===== config.mk =====
export PLATFORM = sky130hd
export DESIGN_NAME = wb_rr_arbiter_flat
export DESIGN_NICKNAME = d
export VERILOG_FILES = /design/src/rtl/wb_rr_arbiter_if.sv /design/src/rtl/wb_rr_arbiter.sv /design/src/flat_wrapper.sv
export SDC_FILE = /design/constraint.sdc
export NUM_CORES = 1
export LEC_CHECK = 0
export ABC_AREA = 1
export CORE_MARGIN = 3
export CORE_UTILIZATION = 57
export CTS_CLUSTER_DIAMETER = 200
export DETAILED_ROUTE_END_ITERATION = 10
export GPL_ROUTABILITY_DRIVEN = 0
export GPL_TIMING_DRIVEN = 0
export PLACE_DENSITY = 0.83
export SYNTH_ARGS = -nofsm -noshare
export SYNTH_HDL_FRONTEND = slang
export SYNTH_SLANG_ARGS = --single-unit

===== constraint.sdc =====
create_clock -name clk -period 3.3 [get_ports clk]
set_input_delay 0.33 -clock clk [delete_from_list [all_inputs] [get_ports clk]]
set_output_delay 0.33 -clock clk [all_outputs]
set_load 0.03 [all_outputs]

===== src/rtl/wb_rr_arbiter_if.sv =====
// Request/grant bundle between the wb_conbus masters and the round-robin arbiter.
// The arbiter sits on the slave modport; the interconnect or bench drives the master modport.
interface wb_rr_arbiter_if #(
    parameter int NUM_MASTERS = 4
) ();
    localparam int IDX_W = (NUM_MASTERS > 1) ? $clog2(NUM_MASTERS) : 1;

    logic [NUM_MASTERS-1:0] m_cyc;
    logic                   s_ack;
    logic                   s_err;
    logic                   s_rty;
    logic [NUM_MASTERS-1:0] gnt;
    logic [IDX_W-1:0]       gnt_idx;
    logic                   gnt_valid;
    logic                   to_err;

    modport slave (
        input  m_cyc, s_ack, s_err, s_rty,
        output gnt, gnt_idx, gnt_valid, to_err
    );

    modport master (
        output m_cyc, s_ack, s_err, s_rty,
        input  gnt, gnt_idx, gnt_valid, to_err
    );
endinterface


===== src/rtl/wb_rr_arbiter.sv =====
// Round-robin Wishbone bus arbiter with a termination watchdog.
// The grant is held for the owner's whole cyc; one dead IDLE cycle separates owners.
module wb_rr_arbiter #(
    parameter int NUM_MASTERS = 4,
    parameter int TIMEOUT     = 16
) (
    input  logic            clk,
    input  logic            rst,
    wb_rr_arbiter_if.slave  bus
);
    localparam int              IDX_W    = (NUM_MASTERS > 1) ? $clog2(NUM_MASTERS) : 1;
    localparam logic [7:0]      CNT_LAST = 8'(TIMEOUT - 1);
    localparam logic [IDX_W-1:0] IDX_RST = IDX_W'(NUM_MASTERS - 1);

    typedef enum logic {
        IDLE,
        BUSY
    } state_t;

    state_t                 state_q, state_next;
    logic [NUM_MASTERS-1:0] gnt_q, gnt_next;
    logic [IDX_W-1:0]       gnt_idx_q, gnt_idx_next;
    logic                   gnt_valid_q, gnt_valid_next;
    logic                   to_err_q, to_err_next;
    logic [7:0]             cnt_q, cnt_next;
    logic [IDX_W-1:0]       winner;
    logic                   term;

    assign term = bus.s_ack | bus.s_err | bus.s_rty;

    // First requester after the previous owner, wrapping; gives master 0 priority out of reset.
    always_comb begin
        logic             found;
        int               cand;
        logic [IDX_W-1:0] cand_idx;
        winner = gnt_idx_q;
        found  = 1'b0;
        for (int k = 1; k <= NUM_MASTERS; k++) begin
            cand     = (int'(gnt_idx_q) + k) % NUM_MASTERS;
            cand_idx = cand[IDX_W-1:0];
            if (!found && bus.m_cyc[cand_idx]) begin
                winner = cand_idx;
                found  = 1'b1;
            end
        end
    end

    always_comb begin
        state_next     = state_q;
        gnt_next       = gnt_q;
        gnt_idx_next   = gnt_idx_q;
        gnt_valid_next = gnt_valid_q;
        to_err_next    = 1'b0;
        cnt_next       = cnt_q;

        unique case (state_q)
            IDLE: begin
                cnt_next = '0;
                if (|bus.m_cyc) begin
                    state_next       = BUSY;
                    gnt_next         = '0;
                    gnt_next[winner] = 1'b1;
                    gnt_idx_next     = winner;
                    gnt_valid_next   = 1'b1;
                end
            end
            BUSY: begin
                // Release takes precedence over a watchdog expiry in the same cycle.
                if (!bus.m_cyc[gnt_idx_q]) begin
                    state_next     = IDLE;
                    gnt_next       = '0;
                    gnt_valid_next = 1'b0;
                    cnt_next       = '0;
                end else if (term) begin
                    cnt_next = '0;
                end else if (cnt_q == CNT_LAST) begin
                    to_err_next = 1'b1;
                    cnt_next    = '0;
                end else begin
                    cnt_next = cnt_q + 8'd1;
                end
            end
            default: begin
                state_next = IDLE;
            end
        endcase
    end

    always_ff @(posedge clk or posedge rst) begin
        if (rst) begin
            state_q     <= IDLE;
            gnt_q       <= '0;
            gnt_idx_q   <= IDX_RST;
            gnt_valid_q <= 1'b0;
            to_err_q    <= 1'b0;
            cnt_q       <= '0;
        end else begin
            state_q     <= state_next;
            gnt_q       <= gnt_next;
            gnt_idx_q   <= gnt_idx_next;
            gnt_valid_q <= gnt_valid_next;
            to_err_q    <= to_err_next;
            cnt_q       <= cnt_next;
        end
    end

    assign bus.gnt       = gnt_q;
    assign bus.gnt_idx   = gnt_idx_q;
    assign bus.gnt_valid = gnt_valid_q;
    assign bus.to_err    = to_err_q;
endmodule


===== src/flat_wrapper.sv =====
// flat-port wrapper written by rule: the top's interface ports become plain ports
module wb_rr_arbiter_flat 
#(
    parameter int NUM_MASTERS = 4,
    parameter int TIMEOUT     = 16
)
  (clk, rst, bus_m_cyc, bus_s_ack, bus_s_err, bus_s_rty, bus_gnt, bus_gnt_idx, bus_gnt_valid, bus_to_err);
  wb_rr_arbiter_if #(.NUM_MASTERS(NUM_MASTERS)) bus_i ();
  input  logic clk;
  input  logic rst;
  input wire logic [$bits(bus_i.m_cyc)-1:0] bus_m_cyc;
  input wire logic [$bits(bus_i.s_ack)-1:0] bus_s_ack;
  input wire logic [$bits(bus_i.s_err)-1:0] bus_s_err;
  input wire logic [$bits(bus_i.s_rty)-1:0] bus_s_rty;
  output wire logic [$bits(bus_i.gnt)-1:0] bus_gnt;
  output wire logic [$bits(bus_i.gnt_idx)-1:0] bus_gnt_idx;
  output wire logic [$bits(bus_i.gnt_valid)-1:0] bus_gnt_valid;
  output wire logic [$bits(bus_i.to_err)-1:0] bus_to_err;
  assign bus_i.m_cyc = bus_m_cyc;
  assign bus_i.s_ack = bus_s_ack;
  assign bus_i.s_err = bus_s_err;
  assign bus_i.s_rty = bus_s_rty;
  assign bus_gnt = bus_i.gnt;
  assign bus_gnt_idx = bus_i.gnt_idx;
  assign bus_gnt_valid = bus_i.gnt_valid;
  assign bus_to_err = bus_i.to_err;
  wb_rr_arbiter #(.NUM_MASTERS(NUM_MASTERS), .TIMEOUT(TIMEOUT)) u_core (.clk(clk), .rst(rst), .bus(bus_i));
endmodule

==> results.json <==
{
  "status": "finished clean",
  "hold_viol_final": 0,
  "overflow": 0,
  "seq_power_share": 0.231,
  "avgSynthCellArea_sq_um": 7.80,
  "yosysWarnings": 0,
  "start_util": 0.632,
  "crit_chain": "clkdlybuf4s50_1",
  "synth_cell_types": 29,
  "hold_buffers": 0,
  "seq_area_sq_um": 428,
  "critPathKind": "reg -> out",
  "fin_setup_tns_ps": 0,
  "postSynth.asyncResetShare": 1.00,
  "grt_pass1_vias": 895,
  "critPathMaxFanout": 4,
  "ctsResizeCount": 0,
  "final_max_slew_viol_count": 0,
  "drv_cap": 0,
  "synth_area_sq_um": 1140,
  "die_width_microns": 50.7,
  "cts_buffers": 3,
  "stdcell_area_sq_um": 1360,
  "drtAntennaViolNets": 0,
  "hold_class": "in -> async",
  "cts_root_buf": "clkbuf_4",
  "syn_nets": 156,
  "fin_crit_sh": 0.570,
  "wirelength_microns": 2280,
  "antenna_found_initial": 0,
  "port_buffers": 16,
  "insertion_delay_ps": 290,
  "cts_buffer_depth": 2,
  "cts_tree": "yes",
  "rsz0062_at_grt": "false",
  "nNetsFinal": 177,
  "wire_per_inst_microns": 11.9,
  "cpMaxStageDelayCell": "clkdlybuf4s50_1",
  "synth_seq_area_share": 0.376,
  "dieArea_sq_um": 2570,
  "cts.sinks": 17,
  "max_freq_mhz": 532,
  "synth_ff_type": "dfrtp_1",
  "setup_viol": 0,
  "rows": 15,
  "synth-seq-cells": 17,
  "postCtsSetupBuffers": 0,
  "mostFrequentLayoutCell": "nand2_1",
  "fin_skew_ps": 3.51,
  "cp_top_family": "buffers and inverters",
  "htree_levels": 1,
  "synth_edf_count": 0,
  "min_period_ps": 1880,
  "start_kind": "flip-flop",
  "fillers": 151,
  "cp.depth": 1,
  "leakage_nw": 0.675,
  "io_pins": 17,
  "core_sq_um": 1800,
  "p_sw_uw": 675,
  "vias_per_cell": 5.06,
  "multiInputGateArea_sq_um": 629,
  "pwr-share-comb": 0.686,
  "dr.pass1.iters": 4,
  "end_kind": "primary output",
  "worst_pin_slew_ps": 605,
  "ir_worst_vdd_v": 0.000728,
  "cpPeakStageDelay_ps": 680,
  "placed_cell_area_sq_um": 1330,
  "p_per_area_nw_per_um2": 955,
  "p_int_uw": 621,
  "grt_start_max_net_pins": 18,
  "track_usage": 0.209,
  "netlist_instances": 146,
  "switching_share": 0.521,
  "slew-limit-headroom": 0.596,
  "fp.dieH_microns": 50.7,
  "drt-initial-drc-count": 13,
  "dp_hpwl_microns": 1820,
  "synthToLayoutAreaGrowth_pct": 19.1,
  "reg2reg_depth": 12,
  "antenna_cells": 0,
  "arrival_ps": 1550,
  "critPathBufInv": 1,
  "drive_gt1_frac": 0.253,
  "worstPathRequired_ps": 2970,
  "vias": 967,
  "clockPowerShare": 0.084,
  "final_cell_mix": "nand2_1 (40), clkdlybuf4s50_1 (16), dfrtp_1 (15)",
  "drc": 0,
  "grt_pass1_wl_microns": 3970,
  "clk_pin_slew_ps": 90
}
[per-layer routing]
layer,track usage,up-vias,routed length [microns]
li1,-,498,-
met1,0.264,438,1100
met2,0.337,25,1020
met3,0.0623,6,114
met4,0.0762,0,44
met5,0,-,0
[cell usage after synthesis (2+ instances only)]
cell     number  area, sq um
nor3b_2       2         25.0
inv_2         4         15.0
inv_1        11         41.3
nand2_2      14         87.6
nor4_1        2         12.5
a21oi_1       5         25.0
nand3_2       2         20.0
o21ai_0       2         10.0
dfstp_2       2         52.6
nand3_1      10         50.1
nor2_1       14         52.6
nand2_1      40          150
dfrtp_1      15          375
nand2_4       7         78.8
xor2_1        2         17.5
[kinds of logic after synthesis]
family | share of synthesized area
fa+ha+maj | 0.0110
compound gates | 0.0418
simple gates | 0.477
buf+inv | 0.0714
flops | 0.376
xor+xnor | 0.0231
[worst register-to-register path, cell delays in order (launching register included)]
cell,delay [ps]
dfstp_2,550
buf_4,170
inv_4,70
nand2_2,70
nand2_4,70
nand2_4,90
nand2_4,80
nor2_1,120
nand2_1,70
nand3_1,110
nand2_2,80
nand2_1,80
nand2_1,50
[metrics by stage]
stage	hold slack [ps]	setup WS, ps	cells	power (mW)	utilization
floorplan	255	1660	146	0.987	-
global placement	448	1430	187	1.15	0.738
finish	401	1420	191	1.30	0.753
CTS	426	1410	191	1.30	0.753
global route	440	1370	191	1.41	0.753
detailed placement	458	1370	187	1.19	0.738
[area by class of cell]
cell class | instances | share of cell area
buffer | 2 | 0.0138
clock buffer | 4 | 0.0194
inverter | 16 | 0.0461
multi-input combinational | 111 | 0.464
sequential | 17 | 0.315
tap | 25 | 0.0231
timing repair buffer | 16 | 0.118
[power by group through the flow]
stage                     logic [mW]  registers, mW  clock network, mW
after CTS                      0.890          0.298              0.112
after global routing           0.985          0.303              0.123
after detailed placement       0.887          0.301                  0
after global placement         0.853          0.299                  0
final                          0.889          0.299              0.108
after floorplan                0.620          0.367                  0
[path summary, 6_finish.rpt]
kind,from,endpoint,slack [ps]
worst max-delay path,u_core.bus.gnt_idx[0],bus_gnt_idx[0],1420
worst min-delay path,rst,u_core.cnt_q[7],400
worst max register to register,u_core.bus.gnt_idx[1],u_core.bus.gnt[3],1590
worst min register to register,u_core.cnt_q[0],u_core.cnt_q[0],470
max in group asynchronous,rst,u_core.bus.gnt[0],2510
min in group clk,u_core.cnt_q[0],u_core.cnt_q[0],470
[registers in the layout, indices dropped and copies added (netlist names)]
name and count:
u_core.bus.gnt_valid 1, u_core.cnt_q 8, u_core.bus.gnt 4, u_core.bus.gnt_idx 2
u_core.bus.to_err 1, u_core.state_q 1
Note: power is estimated with default switching activity, not from simulation.
